==> src/rtl/pixel_scan_source_if.sv <==
// ============================================================================
// Module      : pixel_scan_source_if
// Description : Minimal AXI-Stream coordinate channel (tdata/tvalid/tready)
//               used for the hcount and vcount outputs of pixel_scan_source.
// Revision    : 1.0 - initial release
// ============================================================================
`default_nettype none

interface pixel_scan_source_if #(
    parameter int DATA_W = 11
);
    logic [DATA_W-1:0] tdata;
    logic              tvalid;
    logic              tready;

    modport master (
        output tdata,
        output tvalid,
        input  tready
    );

    modport slave (
        input  tdata,
        input  tvalid,
        output tready
    );
endinterface

`default_nettype wire

==> src/rtl/pixel_scan_source.sv <==
// ============================================================================
// Module      : pixel_scan_source
// Description : Raster-order pixel coordinate generator. Emits (hcount, vcount)
//               on two independent AXI-Stream lanes; a pixel advances only
//               once both lanes have accepted it, keeping lanes pixel-aligned.
//               Optional macro PIXEL_SCAN_CONTINUOUS_EN: after the first start,
//               frames repeat back-to-back until reset.
// Revision    : 1.0 - initial release
// ============================================================================
`default_nettype none

module pixel_scan_source #(
    parameter int H_PIXELS    = 640,
    parameter int V_PIXELS    = 360,
    parameter int FRAME_CNT_W = 16
) (
    input  wire                    aclk,
    input  wire                    areset,
    input  wire                    start,
    output logic                   busy,
    output logic                   frame_done,
    output logic [FRAME_CNT_W-1:0] frame_count,
    pixel_scan_source_if.master    hcount_axis,
    pixel_scan_source_if.master    vcount_axis
);

    localparam logic [10:0] c_H_LAST = 11'(H_PIXELS - 1);
    localparam logic [9:0]  c_V_LAST = 10'(V_PIXELS - 1);

    typedef enum logic [1:0] {
        S_IDLE = 2'd0,
        S_SCAN = 2'd1,
        S_DONE = 2'd2
    } state_t;

    state_t                 r_state;
    logic [10:0]            r_h;
    logic [9:0]             r_v;
    logic                   r_h_sent;
    logic                   r_v_sent;
    logic                   r_busy;
    logic                   r_frame_done;
    logic [FRAME_CNT_W-1:0] r_frame_count;

    logic w_h_valid;
    logic w_v_valid;
    logic w_h_hs;
    logic w_v_hs;
    logic w_pix_done;
    logic w_h_last;
    logic w_v_last;

    // Lane valids are decoded from registers only, so an asynchronous reset
    // drops them immediately without waiting for a clock edge.
    assign w_h_valid  = (r_state == S_SCAN) && !r_h_sent;
    assign w_v_valid  = (r_state == S_SCAN) && !r_v_sent;
    assign w_h_hs     = w_h_valid && hcount_axis.tready;
    assign w_v_hs     = w_v_valid && vcount_axis.tready;
    // A pixel is complete once each lane has either already handshaked or
    // handshakes now; this covers simultaneous and staggered acceptance.
    assign w_pix_done = (r_h_sent || w_h_hs) && (r_v_sent || w_v_hs);
    assign w_h_last   = (r_h == c_H_LAST);
    assign w_v_last   = (r_v == c_V_LAST);

    assign hcount_axis.tdata  = r_h;
    assign hcount_axis.tvalid = w_h_valid;
    assign vcount_axis.tdata  = r_v;
    assign vcount_axis.tvalid = w_v_valid;

    assign busy        = r_busy;
    assign frame_done  = r_frame_done;
    assign frame_count = r_frame_count;

    // Scan state machine: coordinate stepping, per-lane sent flags, status.
    always_ff @(posedge aclk or posedge areset) begin
        if (areset) begin
            r_state       <= S_IDLE;
            r_h           <= 11'd0;
            r_v           <= 10'd0;
            r_h_sent      <= 1'b0;
            r_v_sent      <= 1'b0;
            r_busy        <= 1'b0;
            r_frame_done  <= 1'b0;
            r_frame_count <= '0;
        end else begin
            r_frame_done <= 1'b0;
            case (r_state)
                S_IDLE: begin
                    if (start) begin
                        r_state  <= S_SCAN;
                        r_h      <= 11'd0;
                        r_v      <= 10'd0;
                        r_h_sent <= 1'b0;
                        r_v_sent <= 1'b0;
                        r_busy   <= 1'b1;
                    end
                end
                S_SCAN: begin
                    if (w_pix_done) begin
                        r_h_sent <= 1'b0;
                        r_v_sent <= 1'b0;
                        if (!w_h_last) begin
                            r_h <= r_h + 11'd1;
                        end else begin
                            r_h <= 11'd0;
                            if (!w_v_last) begin
                                r_v <= r_v + 10'd1;
                            end else begin
                                r_v          <= 10'd0;
                                r_state      <= S_DONE;
                                r_frame_done <= 1'b1;
                            end
                        end
                    end else begin
                        // Remember a lane that has already delivered this
                        // pixel so it is not presented twice.
                        if (w_h_hs) begin
                            r_h_sent <= 1'b1;
                        end
                        if (w_v_hs) begin
                            r_v_sent <= 1'b1;
                        end
                    end
                end
                S_DONE: begin
                    r_frame_count <= r_frame_count + FRAME_CNT_W'(1);
`ifdef PIXEL_SCAN_CONTINUOUS_EN
                    r_state <= S_SCAN;
                    r_busy  <= 1'b1;
`else
                    r_state <= S_IDLE;
                    r_busy  <= 1'b0;
`endif
                end
                default: begin
                    r_state <= S_IDLE;
                    r_busy  <= 1'b0;
                end
            endcase
        end
    end

endmodule

`default_nettype wire

==> src/flat_wrapper.sv <==
// flat-port wrapper written by rule: the top's interface ports become plain ports
module pixel_scan_source_flat 
#(
    parameter int H_PIXELS    = 640,
    parameter int V_PIXELS    = 360,
    parameter int FRAME_CNT_W = 16
)
  (aclk, areset, start, busy, frame_done, frame_count, hcount_axis_tdata, hcount_axis_tvalid, hcount_axis_tready, vcount_axis_tdata, vcount_axis_tvalid, vcount_axis_tready);
  pixel_scan_source_if #(.DATA_W(11)) hcount_axis_i ();
  pixel_scan_source_if #(.DATA_W(10)) vcount_axis_i ();
  input  wire aclk;
  input  wire areset;
  input  wire start;
  output logic busy;
  output logic frame_done;
  output logic [FRAME_CNT_W-1:0] frame_count;
  output wire logic [$bits(hcount_axis_i.tdata)-1:0] hcount_axis_tdata;
  output wire logic [$bits(hcount_axis_i.tvalid)-1:0] hcount_axis_tvalid;
  input wire logic [$bits(hcount_axis_i.tready)-1:0] hcount_axis_tready;
  output wire logic [$bits(vcount_axis_i.tdata)-1:0] vcount_axis_tdata;
  output wire logic [$bits(vcount_axis_i.tvalid)-1:0] vcount_axis_tvalid;
  input wire logic [$bits(vcount_axis_i.tready)-1:0] vcount_axis_tready;
  assign hcount_axis_tdata = hcount_axis_i.tdata;
  assign hcount_axis_tvalid = hcount_axis_i.tvalid;
  assign hcount_axis_i.tready = hcount_axis_tready;
  assign vcount_axis_tdata = vcount_axis_i.tdata;
  assign vcount_axis_tvalid = vcount_axis_i.tvalid;
  assign vcount_axis_i.tready = vcount_axis_tready;
  pixel_scan_source #(.H_PIXELS(H_PIXELS), .V_PIXELS(V_PIXELS), .FRAME_CNT_W(FRAME_CNT_W)) u_core (.aclk(aclk), .areset(areset), .start(start), .busy(busy), .frame_done(frame_done), .frame_count(frame_count), .hcount_axis(hcount_axis_i), .vcount_axis(vcount_axis_i));
endmodule
==> config.mk <==
export PLATFORM = sky130hd
export DESIGN_NAME = pixel_scan_source_flat
export DESIGN_NICKNAME = d
export VERILOG_FILES = /design/src/rtl/pixel_scan_source_if.sv /design/src/rtl/pixel_scan_source.sv /design/src/flat_wrapper.sv
export SDC_FILE = /design/constraint.sdc
export NUM_CORES = 1
export LEC_CHECK = 0
export CORE_AREA = 2 2 70 78
export CTS_BUF_LIST = sky130_fd_sc_hd__clkbuf_4 sky130_fd_sc_hd__clkbuf_8 sky130_fd_sc_hd__clkbuf_16
export DETAILED_ROUTE_END_ITERATION = 8
export DIE_AREA = 0 0 72 80
export DONT_BUFFER_PORTS = 1
export PLACE_DENSITY_LB_ADDON = 0.12
export SLEW_MARGIN = 30
export SYNTH_ARGS = -nofsm -noshare
export SYNTH_HDL_FRONTEND = slang
export SYNTH_SLANG_ARGS = --single-unit
export TNS_END_PERCENT = 20
==> constraint.sdc <==
create_clock -name aclk -period 2.8 [get_ports aclk]
set_clock_uncertainty 0.15 [all_clocks]
set_input_delay 0 -clock aclk [delete_from_list [all_inputs] [get_ports aclk]]
set_output_delay 0 -clock aclk [all_outputs]
set_load 0.01 [all_outputs]
Word-level counts from Yosys, hierarchy flattened
Cells that the tools add are included.
{"block": "op_classes", "addsub": 3, "eq_ne": 10, "mux": 27, "n_reduce_logical": 17, "bitwise_logic": 1}
{"op": "$mux W10", "count": 4}
{"op": "$mux W11", "count": 3}
{"op": "$pmux W11 S2", "count": 1}
{"op": "$pmux W10 S2", "count": 1}
{"op": "$add A16 B1 Y16 const B", "count": 1}
{"op": "$add A11 B1 Y11 const B", "count": 1}
{"op": "$eq A11 B10 Y1 const B", "count": 1}
{"op": "$add A10 B1 Y10 const B", "count": 1}
{"op": "$eq A10 B9 Y1 const B", "count": 1}
{"op": "$mux W1", "count": 10}
{"op": "$reduce_and A3 Y1", "count": 3}
{"op": "$mux W2", "count": 4}
{"op": "$reduce_and A4 Y1", "count": 2}
{"op": "$ne A2 B1 Y1 const B", "count": 3}
{"op": "$ne A3 B1 Y1 const B", "count": 2}
{"op": "$pmux W1 S2", "count": 3}
{"op": "$logic_and A1 B1 Y1", "count": 5}
{"op": "$pmux W2 S2", "count": 1}
{"op": "$eq A2 B1 Y1 const B", "count": 1}
{"op": "$eq A2 B2 Y1 const B", "count": 1}
{"op": "$logic_not A1 Y1", "count": 2}
{"op": "$logic_not A2 Y1", "count": 1}
{"op": "$logic_or A1 B1 Y1", "count": 2}
{"op": "$ne A2 B2 Y1 const B", "count": 1}
{"op": "3 further kinds", "count": 3}
{"block": "totals", "reg_bits": 43, "output_inout_bits": 41, "wordCells": 66, "inputBits": 5}

Depth between registers and ports, before layout
Gate-level depths: netlist of the first run.
{"block": "logic_depth", "depth_word": 7, "mapped_depth": 7, "depth_no_buf": 6}

Worst setup path before layout of the first run
OpenSTA, ideal clock, no wires.
{"block": "synth_path", "kind": "register to register", "start": "register u_core.r_v[4], in the netlist u_core.vcount_axis.tdata[4]", "end": "register u_core.r_v[9], in the netlist u_core.vcount_axis.tdata[9]", "path_stages_with_launch": 6, "t_required_ns": 2.511, "setup_time_ns": 0.139, "synth_period_minus_slack_ns": 2.210, "path_buffers": 0, "slack_ns": 0.590, "arrival_ns": 1.920, "path_cell_list": "dfrtp_1 -> or4b_1 -> o31ai_4 -> nor2_1 -> o41ai_1 -> o31ai_2"}
{"block": "synth_via", "elab_chain_cells": 5, "word_cells_on_any_way": 6, "classes_between": "add/sub: 1; eq/ne: 1; mux: 4"}
{"item": "from (decl)", "line_no": "pixel_scan_source.sv:38", "text": "logic [9:0] r_v;"}
{"item": "from (signal assigned)", "line_no": "pixel_scan_source.sv:107", "text": "r_v <= r_v + 10'd1;"}
{"item": "$add A10 B1 Y10 or $eq A10 B9 Y1 (tied branches)", "line_no": "pixel_scan_source.sv:107, pixel_scan_source.sv:63"}
{"item": "$mux W10 *", "line_no": "pixel_scan_source.sv:106", "text": "if (!w_v_last) begin"}
{"item": "$mux W10 *", "line_no": "pixel_scan_source.sv:102", "text": "if (!w_h_last) begin"}
{"item": "$mux W10 *", "line_no": "pixel_scan_source.sv:99", "text": "if (w_pix_done) begin"}
{"item": "$pmux W10 S2 *", "line_no": "pixel_scan_source.sv:87", "text": "case (r_state)"}
Every way passes the cells marked *; elsewhere a longest branch is shown, timed or not. The select of a mux whose other input is x is not followed.
A chain may end at the register's enable or synchronous reset.

Worst setup path in the final report of the first run
Same ends and word-level chain as after synthesis.

==> out/metrics.cfg, run 1 <==
[cells_and_area]
multi_input_area_um2 = 1040
design_area_um2 = 2380
layout.nets = 233
fin_util_pct = 47.8
layout_commonest_cell = dfrtp_1
antenna_cells = 0
areaGrowthSynthToFinish_pct = 9.58
drive_gt1_share_pct = 9.29
mostFrequentLayoutCells = dfrtp_1, nor2_1, xnor2_1
final_cells = 284
seq_area_um2 = 1080
fillerInstances = 468

[timing]
hold_viol = 0
holdWs_ns = 0.00497
relSlewSlack_pct = 58.0
final_max_slew_viol_count = 0
worst_pin_slew_ns = 0.630
rsz0062_at_grt = no
fin_tns_setup_ns = 0
fin_ws_ns = 0.440
period_share_pct = 84.3
finalCriticalPeriod_ns = 2.36
finalSetupViolations = 0
max_freq_mhz = 424

[clock_network]
clk_path_buf_depth = 2
clk_latency_ns = 0.29
postCtsSetupRepairBufs = 0
cts_buffers = 5
cts_tree = built
h-tree-depth = 2
ctsResizeCount = 0
cts.reportedPaths.clkPinSlew_ns = 0.08
postCtsHoldBufs = 4
clkSinkCount = 43
cts-root-buf = clkbuf_8

[placed_design]
port_buffers = 0
place_hpwl_um = 3400
pre_cts_slack_ns = 0.437
gp_congestion = 0.857
place_inst = 272
dpl_cell_area_um2 = 2250

[synthesis]
synth-seq-cells = 43
synthCells = 216
yosysSeqAreaShare_pct = 49.6
ys_async_sr_fraction_pct = 100
synthFlopType = dfrtp_1
yosysUniqueCellTypes = 48
synth_top_area_cell = dfrtp_1
syn_nets = 224
synth.area.top_cells = dfrtp_1, xnor2_1, nor2_1
synth-edff-count = 0
syn_area_um2 = 2170
synth-warning-count = 0
postSynthAreaPerCell_um2 = 10.0
synth_top_area_share_pct = 49.6

[grt]
grt_usage_pct = 17.8
grt_max_degree = 28
overflow = 0
antenna_found_initial = 0
grt_pass1_wl_um = 8070
grt_pass1_vias = 1705

[route]
avgViaCountPerCell = 5.77
drt_iter0_markers = 86
ant_nets = 0
post_drt_wl_per_cell_um = 16.3
wl_um = 4640
drt_pass1_iterations = 4
num_vias = 1639
drc_errors = 0

[worst_setup_path]
critPathKind = flip-flop to flip-flop
crit_path_cell_trace = or4b_1 -> o31ai_4 -> nor2_1 -> o41ai_1 -> o31ai_2
cp-end-kind = flip-flop
arrival_ns = 2.38
r2r_slack_ns = 0.44
critical_path_required_ns = 2.82
cp_slowest_stage_delay_ns = 0.62
worst_path_max_delay_cell = or4b_1
startpoint_type = flip-flop
crit_path_max_fanout = 10

[floorplan]
core_area_um2 = 4970
die_h_um = 80
die_area_um2 = 5760
ios = 46
start_util_pct = 43.7
row_count = 27
die_w_um = 72

[job]
drv_cap = 0

[hold_path]
hp-class = primary input to flip-flop

[run_status]
status = completed

[power]
cellPowerDensity_nw_per_um2 = 572
power.total_mw = 1.36
power_leakage_nw = 0.995
power.ir.vdd_worst_mv = 0.298

-- cells in the mapped netlist, types with 2 or more instances --
cell      count
a21oi_1       7
and3_1        5
and4_1        3
clkbuf_1      4
dfrtp_1      43
ha_1          3
inv_1         6
nand2_1      14
nand2b_1      2
nand3_1      12
nand3b_1      2
nand4_1       7
nand4b_1      2
nor2_1       26
nor2b_1       5
nor3_1        2
nor3b_1       2
nor4_1        4
o21a_1        2
o21ai_0       9
o21ai_1       2
o22ai_1       2
o31ai_1       4
or3_1         2
xnor2_1      16
xor2_1        8
-- cell families (layout without fill, tap and decap cells) --
group,after synthesis,count (layout),share of synthesized area (%)
DFF,43,43,49.6
muxes,2,2,0.981
AOI/OAI and AO/OA,35,35,11.2
adders and majority gates,3,3,1.73
xor gates and xnor gates,24,24,9.69
buffers and inverters,13,23,2.31
and+or+nand+nor,96,96,24.5
-- state kept, by name, summed over array words and instances, names as in the netlist --
name                      flops
u_core.busy                   1
u_core.frame_count           16
u_core.frame_done             1
u_core.hcount_axis.tdata     11
u_core.r_h_sent               1
u_core.r_state                2
u_core.r_v_sent               1
u_core.vcount_axis.tdata     10
-- path summary, 6_finish.rpt --
path / startpoint / end / depth (start not counted)
min in group asynchronous: areset / u_core.frame_count[1]$_DFFE_PP0N_ / 2
max in group asynchronous: areset / u_core.hcount_axis.tdata[1]$_DFFE_PP0P_ / 3
worst max-delay path: u_core.vcount_axis.tdata[4]$_DFFE_PP0P_ / u_core.vcount_axis.tdata[9]$_DFFE_PP0P_ / 5
worst min register to register: u_core.frame_count[9]$_DFFE_PP0N_ / u_core.frame_count[9]$_DFFE_PP0N_ / 1
worst max register to register: u_core.vcount_axis.tdata[4]$_DFFE_PP0P_ / u_core.vcount_axis.tdata[9]$_DFFE_PP0P_ / 5
worst min-delay path: hcount_axis_tready / u_core.r_state[1]$_DFFE_PP0P_ / 3
-- area by class of cell --
| class | instances | share of cell area, % |
|---|---|---|
| tap | 58 | 3.05 |
| inverter | 7 | 1.11 |
| sequential | 43 | 45.3 |
| clock buffer | 7 | 3.53 |
| multi-input combinational | 160 | 43.9 |
| timing repair buffer | 8 | 2.95 |
| clock inverter | 1 | 0.211 |
-- metal layers --
metal / global-route usage (%) / up-vias / share of wire (%)
met5: 0 / - / 0
met4: 7.17 / 0 / 1.3
met3: 5.05 / 7 / 6.8
met2: 27.0 / 51 / 47
met1: 23.8 / 790 / 45
li1: - / 791 / -
-- critical path: cells and delay by family, from the launching register on --
family	cells	cell delay [ns]
compound gates	3	0.87
simple gates	2	0.73
flops	1	0.48
-- where the power goes --
part | switching [mW] | internal [mW] | leakage (nW)
sequential | 0.108 | 0.675 | 0.571
combinational | 0.0924 | 0.0817 | 0.375
clock | 0.208 | 0.195 | 0.0491
Note: power is estimated with default switching activity, not from simulation.
==> inputs of run 2 (changes only) <==
==> constraint.sdc (replaced) <==
create_clock -name aclk -period 2.2 [get_ports aclk]
set_clock_uncertainty 0.15 [all_clocks]
set_input_delay 0 -clock aclk [delete_from_list [all_inputs] [get_ports aclk]]
set_output_delay 0 -clock aclk [all_outputs]
set_load 0.01 [all_outputs]
==> run 2 against run 1 <==
Cell count increased by 7.7%. Sequential share of layout area decreased by 3.3 points. Cell area increased by 7.9%. Non-clock buffer count increased by 22. Hold slack improved by 0.027 ns. Core utilization increased by 3.8 points. Combinational power increased by 130%.
==> out/metrics.cfg, run 2 (synthesis results as in run 1) <==
[run_status]
status = completed

[timing]
finalCriticalPeriod_ns = 2.16  ; -0.202 ns
max_freq_mhz = 463  ; +9.3%
worst_pin_slew_ns = 0.757  ; +0.127 ns
relSlewSlack_pct = 49.5  ; -8.5 points
period_share_pct = 98.1  ; +14 points
finalSetupViolations = 0  ; unchanged
final_max_slew_viol_count = 0  ; unchanged
holdWs_ns = 0.0315  ; +0.0265 ns
rsz0062_at_grt = yes
hold_viol = 0  ; unchanged

[clock_network]
cts-root-buf = clkbuf_8
cts.reportedPaths.clkPinSlew_ns = 0.08  ; about the same
cts_tree = built
cts_buffers = 5  ; unchanged
h-tree-depth = 2  ; unchanged
clkSinkCount = 43  ; unchanged
clk_path_buf_depth = 2  ; unchanged
clk_latency_ns = 0.29  ; about the same

[floorplan]
row_count = 27  ; unchanged
start_util_pct = 43.7  ; unchanged
core_area_um2 = 4970  ; unchanged
die_h_um = 80  ; unchanged
die_w_um = 72  ; unchanged
ios = 46  ; unchanged
die_area_um2 = 5760  ; unchanged

[job]
drv_cap = 0  ; unchanged

[hold_path]
hold_depth = 4  ; +1
hp-class = primary input to flip-flop

[placed_design]
dpl_cell_area_um2 = 2420  ; +7.9%
place_hpwl_um = 3830  ; +13%
gp_congestion = 0.843  ; -1.7%
port_buffers = 0  ; unchanged

[power]
cellPowerDensity_nw_per_um2 = 715  ; +25%
power_frac_clock_pct = 27.8  ; -1.8 points
power.switching_uw = 552  ; +35%
p_int_mw = 1.28  ; +35%
power_frac_comb_pct = 22.0  ; +9.2 points
switching_share_pct = 30.1  ; +0.11 points
power_leakage_nw = 1.11  ; +11%
p_seq_share_pct = 50.2  ; -7.4 points
power.ir.vdd_worst_mv = 0.292  ; -2.2%

[cells_and_area]
design_area_um2 = 2560  ; +7.9%
mostFrequentLayoutCells = dfrtp_1, nor2_1, buf_4
drive_gt1_share_pct = 19.4  ; +10 points
layout_commonest_cell = dfrtp_1
antenna_cells = 0  ; unchanged
fillerInstances = 470  ; +0.43%
largest_reg_flops = 16  ; unchanged
layout.nets = 255  ; +9.4%
multi_input_area_um2 = 1060  ; +2.0%
areaGrowthSynthToFinish_pct = 18.2
seq_area_um2 = 1080  ; +0.12%

[route]
drt_iter0_markers = 65  ; -24%
num_vias = 1747  ; +6.6%
drc_errors = 0  ; unchanged
post_drt_wl_per_cell_um = 16.7  ; +2.4%
wl_um = 5130  ; +10%
avgViaCountPerCell = 5.71  ; -1.1%
ant_nets = 0  ; unchanged
drt_pass1_iterations = 4  ; unchanged

[worst_setup_path]
startpoint_type = flip-flop
crit_path_cell_trace = or3b_4 -> nor3b_2 -> nand4bb_2 -> or4_4 -> o31ai_2
cp_slowest_stage_delay_ns = 0.55  ; -0.07 ns
worst_path_max_delay_cell = or4_4
crit_family = simple AND/OR/NAND/NOR gates
crit_path_max_fanout = 3  ; -7
crit_buf_inv = 0  ; unchanged
critPathKind = flip-flop to flip-flop
arrival_ns = 2.22  ; -0.16 ns
rr_worst_depth = 5  ; unchanged
cp.depth = 5  ; unchanged
cp-end-kind = flip-flop
critical_path_required_ns = 2.26  ; -0.56 ns

[grt]
grt_max_degree = 21  ; -25%
grt_pass1_wl_um = 8270  ; +2.5%
antenna_found_initial = 0  ; unchanged
grt_usage_pct = 18.4  ; +0.59 points
overflow = 0  ; unchanged
grt_pass1_vias = 1718  ; +0.76%

[run 2: final cells by class]
type | instances | area share [%]
Clock buffer | 6 | 2.98
Inverter | 7 | 1.02
Sequential cell | 43 | 42.0
Multi-Input combinational cell | 160 | 41.5
Tap cell | 58 | 2.83
Timing Repair Buffer | 30 | 9.18
Clock inverter | 2 | 0.488
[run 2: timing repair]
action                                  CTS  global route
resized for setup                         0             2
endpoints found under the hold margin    24             0
endpoints found under the setup margin    0             7
buffers inserted                          0             0
hold buffers                              4             0
[run 2: final timing paths]
check / start / to / slack, ns
min in group asynchronous: areset / u_core.vcount_axis.tdata[1]$_DFFE_PP0P_ / 0.12
worst max register to register: u_core.hcount_axis.tdata[7]$_DFFE_PP0P_ / u_core.vcount_axis.tdata[9]$_DFFE_PP0P_ / 0.04
worst min-delay path: vcount_axis_tready / u_core.vcount_axis.tdata[9]$_DFFE_PP0P_ / 0.03
worst max-delay path: u_core.hcount_axis.tdata[7]$_DFFE_PP0P_ / u_core.vcount_axis.tdata[9]$_DFFE_PP0P_ / 0.04
worst min register to register: u_core.frame_count[15]$_DFFE_PP0N_ / u_core.frame_count[15]$_DFFE_PP0N_ / 0.41
max in group asynchronous: areset / u_core.frame_count[6]$_DFFE_PP0N_ / 1.07
[run 2: worst reg2reg max path: cells and delay by family (launching register included)]
kind	cells	cell delay, ns
and+or+nand+nor	4	1.31
AOI/OAI and AO/OA	1	0.21
DFF	1	0.41
[run 2: per-stage QoR]
step	total power [mW]	setup TNS, ns	cells	utilization (%)	setup WS (ns)
6_report	1.83	0	306	51.6	0.0419
4_1_cts	1.86	0	306	51.4	0.0178
3_5_place_dp	1.33	0	294	48.8	0.0391
3_3_place_gp	1.32	0	294	48.8	0.0824
2_1_floorplan	1.17	0	216	-	0.00394
5_1_grt	1.93	-0.131	306	51.6	-0.0400
[run 2: power by group through the flow]
stage | registers, mW | logic (mW) | clock network [mW]
floorplan | 0.973 | 0.194 | 0
global placement | 0.932 | 0.388 | 0
detailed placement | 0.937 | 0.396 | 0
CTS | 0.921 | 0.406 | 0.531
global route | 0.930 | 0.448 | 0.557
finish | 0.919 | 0.403 | 0.510
[run 2: routing by layer]
layer	share of wire, %	global-route usage, %	vias up
met2	49	29.8	51
met3	6.1	5.30	7
met5	0	0	-
li1	-	-	831
met1	44	24.0	858
met4	1.2	4.91	0
==> inputs of run 3 (changes only) <==
--- a/config.mk
+++ b/config.mk
@@ -5,10 +5,11 @@
 export SDC_FILE = /design/constraint.sdc
 export NUM_CORES = 1
 export LEC_CHECK = 0
-export CORE_AREA = 2 2 70 78
+export ABC_AREA = 1
+export CORE_AREA = 2 2 76 85
 export CTS_BUF_LIST = sky130_fd_sc_hd__clkbuf_4 sky130_fd_sc_hd__clkbuf_8 sky130_fd_sc_hd__clkbuf_16
 export DETAILED_ROUTE_END_ITERATION = 8
-export DIE_AREA = 0 0 72 80
+export DIE_AREA = 0 0 78 87
 export DONT_BUFFER_PORTS = 1
 export PLACE_DENSITY_LB_ADDON = 0.12
 export SLEW_MARGIN = 30
==> constraint.sdc (replaced) <==
create_clock -name aclk -period 2.2 [get_ports aclk]
set_clock_uncertainty 0.15 [all_clocks]
set_input_delay 0.11 -clock aclk [delete_from_list [all_inputs] [get_ports aclk]]
set_output_delay 0.11 -clock aclk [all_outputs]
set_load 0.01 [all_outputs]
==> run 3 against run 2 <==
Wire length grew 11%. Global-route usage grew 0.17 points. Clock power grew 11%. Critical endpoint is now vcount_axis_tvalid. Highest routed layer unchanged.
==> out/metrics.cfg, run 3 <==
[cells_and_area]
antenna_cells = 0  ; unchanged
fin_util_pct = 46.8  ; -4.9 points
areaGrowthSynthToFinish_pct = 9.30
drive_gt1_share_pct = 11.8  ; -7.5 points
mostFrequentLayoutCells = nand2_1, dfrtp_1, nor2_1
fillerInstances = 638  ; +36%
design_area_um2 = 2810  ; +9.5%
largest_reg_flops = 16  ; unchanged
layout.nets = 362  ; +42%
layout_commonest_cell = nand2_1

[worst_setup_path]
cp-end-kind = output port
startpoint_type = flip-flop
critical_path_required_ns = 1.94  ; -0.32 ns
arrival_ns = 1.62  ; -0.60 ns
crit_path_max_fanout = 9  ; +6
critPathKind = flip-flop to output port

[placed_design]
gp_congestion = 0.799  ; -5.2%
port_buffers = 0  ; unchanged
place_hpwl_um = 4290  ; +12%
dpl_cell_area_um2 = 2660  ; +9.9%

[route]
drt_iter0_markers = 58  ; -11%
drc_errors = 0  ; unchanged
avgViaCountPerCell = 4.87  ; -15%
drt_pass1_iterations = 4  ; unchanged
num_vias = 2119  ; +21%
post_drt_wl_per_cell_um = 13.1  ; -22%
wl_um = 5700  ; +11%
ant_nets = 0  ; unchanged

[grt]
grt_pass1_wl_um = 9970  ; +21%
antenna_found_initial = 0  ; unchanged
overflow = 0  ; unchanged
grt_max_degree = 26  ; +24%
grt_usage_pct = 18.5  ; +0.17 points
grt_pass1_vias = 2122  ; +24%

[hold_path]
hp-class = primary input to flip-flop

[synthesis]
synth_top_area_share_pct = 41.9  ; -7.7 points
synth-edff-count = 0  ; unchanged
syn_nets = 351  ; +57%
synth.area.top_cells = dfrtp_1, nand2_1, nor2_1
synth.most_common_cell = nand2_1
synth-seq-cells = 43  ; unchanged
synthCells = 343  ; +59%
yosysUniqueCellTypes = 31  ; -35%
synth-warning-count = 0  ; unchanged
ys_async_sr_fraction_pct = 100  ; unchanged
synthFlopType = dfrtp_1
yosysSeqAreaShare_pct = 41.9  ; -7.7 points
postSynthAreaPerCell_um2 = 7.49  ; -25%
yosys-top-cells-count = nand2_1, dfrtp_1, nor2_1
synth_top_area_cell = dfrtp_1
syn_area_um2 = 2570  ; +18%

[clock_network]
cts_tree = built
clk_path_buf_depth = 2  ; unchanged
cts_buffers = 5  ; unchanged
cts.reportedPaths.clkPinSlew_ns = 0.08  ; about the same
cts-root-buf = clkbuf_8
h-tree-depth = 2  ; unchanged
clkSinkCount = 43  ; unchanged
clk_latency_ns = 0.29  ; about the same

[floorplan]
start_util_pct = 42.8  ; -0.89 points
row_count = 30  ; +11%
die_h_um = 87  ; +8.8%
ios = 46  ; unchanged
die_area_um2 = 6790  ; +18%
core_area_um2 = 6010  ; +21%
die_w_um = 78  ; +8.3%

[power]
power_leakage_nw = 1.32  ; +20%
cellPowerDensity_nw_per_um2 = 846  ; +18%
power.total_mw = 2.37  ; +30%
power.ir.vdd_worst_mv = 0.567  ; +94%

[timing]
final_max_slew_viol_count = 0  ; unchanged
rsz0062_at_grt = no
holdWs_ns = 0.0820  ; +0.0505 ns
finalCriticalPeriod_ns = 1.88  ; -0.279 ns
max_freq_mhz = 532  ; +15%
fin_tns_setup_ns = 0  ; unchanged
finalSetupViolations = 0  ; unchanged
hold_viol = 0  ; unchanged
relSlewSlack_pct = 63.6  ; +14 points
period_share_pct = 85.4  ; -13 points
worst_pin_slew_ns = 0.545  ; -0.212 ns

[job]
drv_cap = 0  ; unchanged

[run_status]
status = completed

-- run 3: changes by cell type after synthesis, sizes merged, moves of 5 or more --
cell	before	now
and3	5	0
inv	7	36
nand2	14	126
nand3	12	32
nor2	26	47
nor2b	5	0
o31ai	6	0
xnor2	16	6
-- run 3: metal layers --
layer / GRT usage, % / share of wire, % / vias up
met1: 20.9 / 43 / 977
met4: 5.42 / 0.84 / 0
met2: 34.2 / 51 / 41
li1: - / - / 1097
met5: 0 / 0 / -
met3: 5.19 / 5.1 / 4
-- run 3: timing repair --
item,in CTS,in global routing
hold endpoints to repair,27,0
hold buffers,4,0
setup buffers,0,0
resized for setup,0,0
-- run 3: final timing paths --
path	start	endpoint	slack, ns	cells after the start
max in group asynchronous	areset	u_core.frame_count[2]$_DFFE_PP0N_	1.17	3
min in group asynchronous	areset	u_core.vcount_axis.tdata[6]$_DFFE_PP0P_	0.17	2
min reg2reg	u_core.r_v_sent$_DFFE_PP0P_	u_core.r_v_sent$_DFFE_PP0P_	0.39	2
max	u_core.r_state[0]$_DFFE_PP0P_	vcount_axis_tvalid	0.32	4
max reg2reg	u_core.hcount_axis.tdata[0]$_DFFE_PP0P_	u_core.vcount_axis.tdata[4]$_DFFE_PP0P_	0.39	8
min	start	u_core.r_state[1]$_DFFE_PP0P_	0.08	4
-- run 3: cell type report --
cell class / instances / area, µm² / area share, %
clock buffer: 8 / 104 / 3.70
inverter: 36 / 138 / 4.90
multi-input combinational: 259 / 1310 / 46.7
sequential: 43 / 1080 / 38.3
tap: 80 / 100 / 3.57
timing repair buffer: 9 / 77.6 / 2.76
-- run 3: cell families after synthesis --
logic type | count (synthesis) | share of synthesized area, %
AO/OA/AOI/OAI | 19 | 4.87
XOR/XNOR | 16 | 5.46
adder cells (fa/ha/maj) | 3 | 1.46
buffers and inverters | 41 | 7.01
flip-flops | 43 | 41.9
AND/OR/NAND/NOR | 221 | 39.3
-- run 3: stage by stage --
stage                     instances  worst slack, ns
final                           435            0.320
after global routing            435            0.192
after CTS                       435            0.282
after detailed placement        423            0.381
after global placement          423            0.413
after floorplan                 343            0.573
-- run 3: worst max-delay path, cell delays in order (launching register included) --
cell and delay [ns]:
dfrtp_1 0.47, inv_2 0.11, nor2_4 0.22, inv_1 0.24
nor2_1 0.29
-- run 3: power by group --
group / internal [mW] / switching (mW)
clock: 0.299 / 0.265
combinational: 0.220 / 0.493
sequential: 0.906 / 0.190
